==> config.mk <==
export PLATFORM = sky130hd
export DESIGN_NAME = vga_frame_sequencer
export DESIGN_NICKNAME = d
export VERILOG_FILES = /design/src/rtl/vga_frame_sequencer.sv
export SDC_FILE = /design/constraint.sdc
export NUM_CORES = 1
export LEC_CHECK = 0
export BUFFER_PORTS_ARGS = -buffer_cell sky130_fd_sc_hd__buf_2
export CAP_MARGIN = 25
export CORE_MARGIN = 2
export CORE_UTILIZATION = 50
export CTS_BUF_LIST = sky130_fd_sc_hd__clkbuf_4 sky130_fd_sc_hd__clkbuf_8
export DETAILED_ROUTE_END_ITERATION = 8
export PLACE_DENSITY = 0.78
export SYNTH_ARGS = -nofsm -noshare
export SYNTH_HDL_FRONTEND = slang
export SYNTH_SLANG_ARGS = --single-unit
==> constraint.sdc <==
create_clock -name clk -period 2.39 [get_ports clk]
set_clock_uncertainty 0.05 [all_clocks]
set_input_delay 0.1195 -clock clk [delete_from_list [all_inputs] [get_ports clk]]
set_output_delay 0.1195 -clock clk [all_outputs]
set_load 0.005 [all_outputs]
==> src/rtl/vga_frame_sequencer.sv <==
// VGA raster timing generator with a one-cycle registered colour/sync stage
// and frame-aligned test-pattern selection (manual advance or auto cycling).
module vga_frame_sequencer #(
    parameter int unsigned H_ACTIVE       = 640,
    parameter int unsigned H_FP           = 16,
    parameter int unsigned H_SYNC         = 96,
    parameter int unsigned H_BP           = 48,
    parameter int unsigned V_ACTIVE       = 480,
    parameter int unsigned V_FP           = 10,
    parameter int unsigned V_SYNC         = 2,
    parameter int unsigned V_BP           = 33,
    parameter int unsigned FRAMES_PER_PAT = 120,
    parameter int unsigned NUM_PATTERNS   = 4
) (
    input  logic       clk,
    input  logic       rst,
    input  logic       advance,
    input  logic       auto_en,
    input  logic [3:0] pat_red,
    input  logic [3:0] pat_green,
    input  logic [3:0] pat_blue,
    output logic [9:0] x,
    output logic [9:0] y,
    output logic [1:0] pattern_sel,
    output logic [3:0] vga_red,
    output logic [3:0] vga_green,
    output logic [3:0] vga_blue,
    output logic       hsync,
    output logic       vsync,
    output logic       frame_start
);
    localparam int unsigned H_TOTAL  = H_ACTIVE + H_FP + H_SYNC + H_BP;
    localparam int unsigned V_TOTAL  = V_ACTIVE + V_FP + V_SYNC + V_BP;
    localparam int unsigned CNT_W    = 10;
    localparam int unsigned FC_W     = (FRAMES_PER_PAT > 1) ? $clog2(FRAMES_PER_PAT) : 1;
    localparam int unsigned HS_FIRST = H_ACTIVE + H_FP;
    localparam int unsigned HS_LAST  = HS_FIRST + H_SYNC - 1;
    localparam int unsigned VS_FIRST = V_ACTIVE + V_FP;
    localparam int unsigned VS_LAST  = VS_FIRST + V_SYNC - 1;

    logic [CNT_W-1:0] h;
    logic [CNT_W-1:0] v;
    logic [FC_W-1:0]  frame_cnt;
    logic             pending;
    logic             primed;

    logic             active_c;
    logic             h_wrap_c;
    logic             frame_end_c;
    logic             step_c;
    logic             hsync_c;
    logic             vsync_c;
    logic [1:0]       pattern_next_c;

    assign x = h;
    assign y = v;

    // Raster decode and step decision for the current position.
    always_comb begin
        active_c       = (h < CNT_W'(H_ACTIVE)) && (v < CNT_W'(V_ACTIVE));
        h_wrap_c       = (h == CNT_W'(H_TOTAL - 1));
        frame_end_c    = h_wrap_c && (v == CNT_W'(V_TOTAL - 1));
        step_c         = pending || advance ||
                         (auto_en && (frame_cnt == FC_W'(FRAMES_PER_PAT - 1)));
        hsync_c        = !((h >= CNT_W'(HS_FIRST)) && (h <= CNT_W'(HS_LAST)));
        vsync_c        = !((v >= CNT_W'(VS_FIRST)) && (v <= CNT_W'(VS_LAST)));
        pattern_next_c = (pattern_sel == 2'(NUM_PATTERNS - 1)) ? 2'd0 : pattern_sel + 2'd1;
    end

    always_ff @(posedge clk or posedge rst) begin
        if (rst) begin
            h <= '0;
            v <= '0;
        end else if (h_wrap_c) begin
            h <= '0;
            v <= (v == CNT_W'(V_TOTAL - 1)) ? '0 : v + CNT_W'(1);
        end else begin
            h <= h + CNT_W'(1);
        end
    end

    // Pattern selection only moves on the last pixel of a frame.
    always_ff @(posedge clk or posedge rst) begin
        if (rst) begin
            pattern_sel <= 2'd0;
            frame_cnt   <= '0;
            pending     <= 1'b0;
            primed      <= 1'b0;
        end else if (frame_end_c) begin
            primed <= 1'b1;
            if (step_c) begin
                pattern_sel <= pattern_next_c;
                frame_cnt   <= '0;
                pending     <= 1'b0;
            end else begin
                frame_cnt <= auto_en ? frame_cnt + FC_W'(1) : '0;
            end
        end else if (advance) begin
            pending <= 1'b1;
        end
    end

    // The first frame after reset is partial from the sink's view, so frame_start waits for the second.
    always_ff @(posedge clk or posedge rst) begin
        if (rst) begin
            vga_red     <= 4'h0;
            vga_green   <= 4'h0;
            vga_blue    <= 4'h0;
            hsync       <= 1'b1;
            vsync       <= 1'b1;
            frame_start <= 1'b0;
        end else begin
            vga_red     <= active_c ? pat_red   : 4'h0;
            vga_green   <= active_c ? pat_green : 4'h0;
            vga_blue    <= active_c ? pat_blue  : 4'h0;
            hsync       <= hsync_c;
            vsync       <= vsync_c;
            frame_start <= primed && (h == '0) && (v == '0);
        end
    end
endmodule

==> flow_metrics.env <==
export IMPL_io_pins=53
export IMPL_netlist_instances=209
export IMPL_power_leakage_uw=0.001322
export IMPL_hold_viol=0
export IMPL_ys_ff_latch=46
export IMPL_path_class="reg2reg"
export IMPL_rsz0062_at_grt="false"
export IMPL_clk_pin_slew_ns=0.08
export IMPL_worstPathRequired_ns=2.53
export IMPL_maxSlewViolCount=0
export IMPL_nFillCells=333
export IMPL_htree_levels=2
export IMPL_power_density_cell_area_mw_per_mm2=544.0
export IMPL_clockBufferDepth=2
export IMPL_vias=1800
export IMPL_syn_area_per_cell_um2=10.93
export IMPL_drtAntennaViolNets=0
export IMPL_dr_first_iter_drc_count=133
export IMPL_netlist_area_mm2=0.002285
export IMPL_avgRoutedWirePerCell_um=15.09
export IMPL_seq_area_frac_synth_pct=50.49
export IMPL_overflow=0
export IMPL_start_kind="flop"
export IMPL_viasPerCell=5.471
export IMPL_setup_violations=0
export IMPL_cts_tree="yes"
export IMPL_nNetsFinal=298
export IMPL_layout_cells_most_common="buf_2"
export IMPL_area_growth_pct=24.15
export IMPL_drt_total_wl_mm=4.963
export IMPL_synth_cell_types=46
export IMPL_drc=0
export IMPL_cts_resized=0
export IMPL_clk_latency_ns=0.30
export IMPL_max_cap_violations=0
export IMPL_dieHeight_um=71.60
export IMPL_synth_nets=231
export IMPL_min_period_ns=2.020
export IMPL_grt_pass1_vias=1716
export IMPL_cts_hold_buf=13
export IMPL_hpwl_mm=3.371
export IMPL_fmax_mhz=495.2
export IMPL_status="finished clean"
export IMPL_antenna_found_initial=0
export IMPL_max_slew_margin_pct=46.69
export IMPL_cp_end_kind="flop"
export IMPL_fin_crit_sh_pct=84.50
export IMPL_ir_drop_v=0.0003303
export IMPL_layout_drive_gt1_share_pct=28.16
export IMPL_yosys_warnings=0
export IMPL_dp_cells=308
export IMPL_cp_arrival_ns=2.16
export IMPL_gp_congestion=0.8158
export IMPL_initial_utilization_pct=52.11
export IMPL_min_delay_path_class="in2reg"
export IMPL_worstPathMaxFanout=5
export IMPL_grt_max_degree=24
export IMPL_grt_pass1_wl_mm=8.114
export IMPL_ctsRootBufferMaster="clkbuf_8"
export IMPL_stdcell_count=329
export IMPL_portBuffers=52
export IMPL_cts_made_buffers=5
export IMPL_fp_dieW_um=71.60
export IMPL_post_cts_buffers=0
export IMPL_diodes=0
export IMPL_dr_pass1_iters=4
export IMPL_row_count=24
export IMPL_cts_sinks=46
export IMPL_die_area_mm2=0.005126
export IMPL_finalSetupTns_ns=0
export IMPL_grt_use_total_pct=20.37
export IMPL_coreArea_mm2=0.004384
export IMPL_tightest_slew_ns=0.7947
export IMPL_final_cell_mix="buf_2, dfrtp_1, and2_1"
==> flip-flops by register name, indices dropped and copies added, names as in the netlist, 2 cells and up <==
register / flops
vga_blue: 4
vga_green: 4
pattern_sel: 2
vga_red: 4
y: 10
x: 10
frame_cnt: 7
==> cell type report <==
cell class / instances / area, µm² / share of cell area, %
flip-flops and latches: 46 / 1154 / 40.67
well taps: 52 / 65.06 / 2.294
repair buffers: 69 / 420.4 / 14.82
clock buffers: 5 / 68.82 / 2.426
inverters: 9 / 33.78 / 1.191
clock inverters: 3 / 68.82 / 2.426
multi-input cells: 145 / 1026 / 36.17
==> per-stage QoR <==
step	cell area (µm²)	hold slack [ns]	total power [µW]	worst slack (ns)	util, %
after floorplan	2285	0.1981	825.6	0.5775	-
after global placement	2569	0.1373	853.2	0.4894	58.59
after detailed placement	2569	0.1522	854.5	0.4073	58.59
after CTS	2836	0.03374	1560	0.3630	64.70
after global routing	2836	0.05772	1602	0.2146	64.70
final	2836	0.03310	1543	0.3705	64.70
==> Yosys cell counts, drive strengths merged <==
library cell  count  area share, %
nand3            16            4.6
or3               3            1.1
or3b              1           0.38
and2             16            4.4
nand2b            3           0.82
o21a              2           0.66
or2               1           0.27
clkbuf            3           0.49
a22o              1           0.38
o21ai            11            2.4
dfstp             2            2.3
xor2              6            2.3
o22ai             2           0.55
a21oi             2           0.60
and4b             1           0.44
xnor2             5            2.2
mux2              2           0.99
inv               9            1.5
nor2             15            2.5
and4              3            1.2
nor3              3           0.66
nor4              3            1.5
buf               6            2.6
nor2b             3           0.82
nand4            13            3.8
a211oi            5            1.9
nand2             7            1.2
and3              5            1.4
dfrtp            44             48
nor4b             2            1.4
ha                6            3.3
o31ai             5            2.1
a21boi            1           0.33
mux2i             2           0.88
==> critical path, stage by stage, from the launching register on <==
cell      delay [ns]
dfrtp_1         0.42
inv_1           0.12
ha_1            0.16
nor2b_1         0.32
nand4_2         0.20
a211oi_2        0.29
mux2_1          0.35
==> power breakdown <==
part           switching, µW  leakage (µW)  internal [µW]
clock network            268     0.0000683            419
logic                   29.6      0.000675           36.3
registers               2.63      0.000578            788
==> per-layer routing <==
layer	share of wire [%]	track usage (%)	up-vias
met5	0	0	-
met3	5.4	5.204	5
li1	-	-	882
met1	44	27.35	862
met4	0.83	4.403	0
met2	50	33.74	51
==> kinds of logic after synthesis <==
kind of cell	synth area share (%)
AO/OA/AOI/OAI	8.871
XOR/XNOR	4.545
adder cells (fa/ha/maj)	3.286
buffers and inverters	4.600
flip-flops	50.49
multiplexers	1.862
AND/OR/NAND/NOR	26.34
==> worst paths after layout <==
path	startpoint	to	slack, ns	depth (start not counted)
hold reg to reg	primed	primed	0.44	1
setup reg to reg	y[0]	pattern_sel[1]	0.37	6
hold / removal	advance	pending	0.03	3
max in group asynchronous	rst	vsync	1.26	4
min in group asynchronous	rst	x[1]	0.37	3
setup / recovery	y[0]	pattern_sel[1]	0.37	6
(Power assumes the default switching activity.)
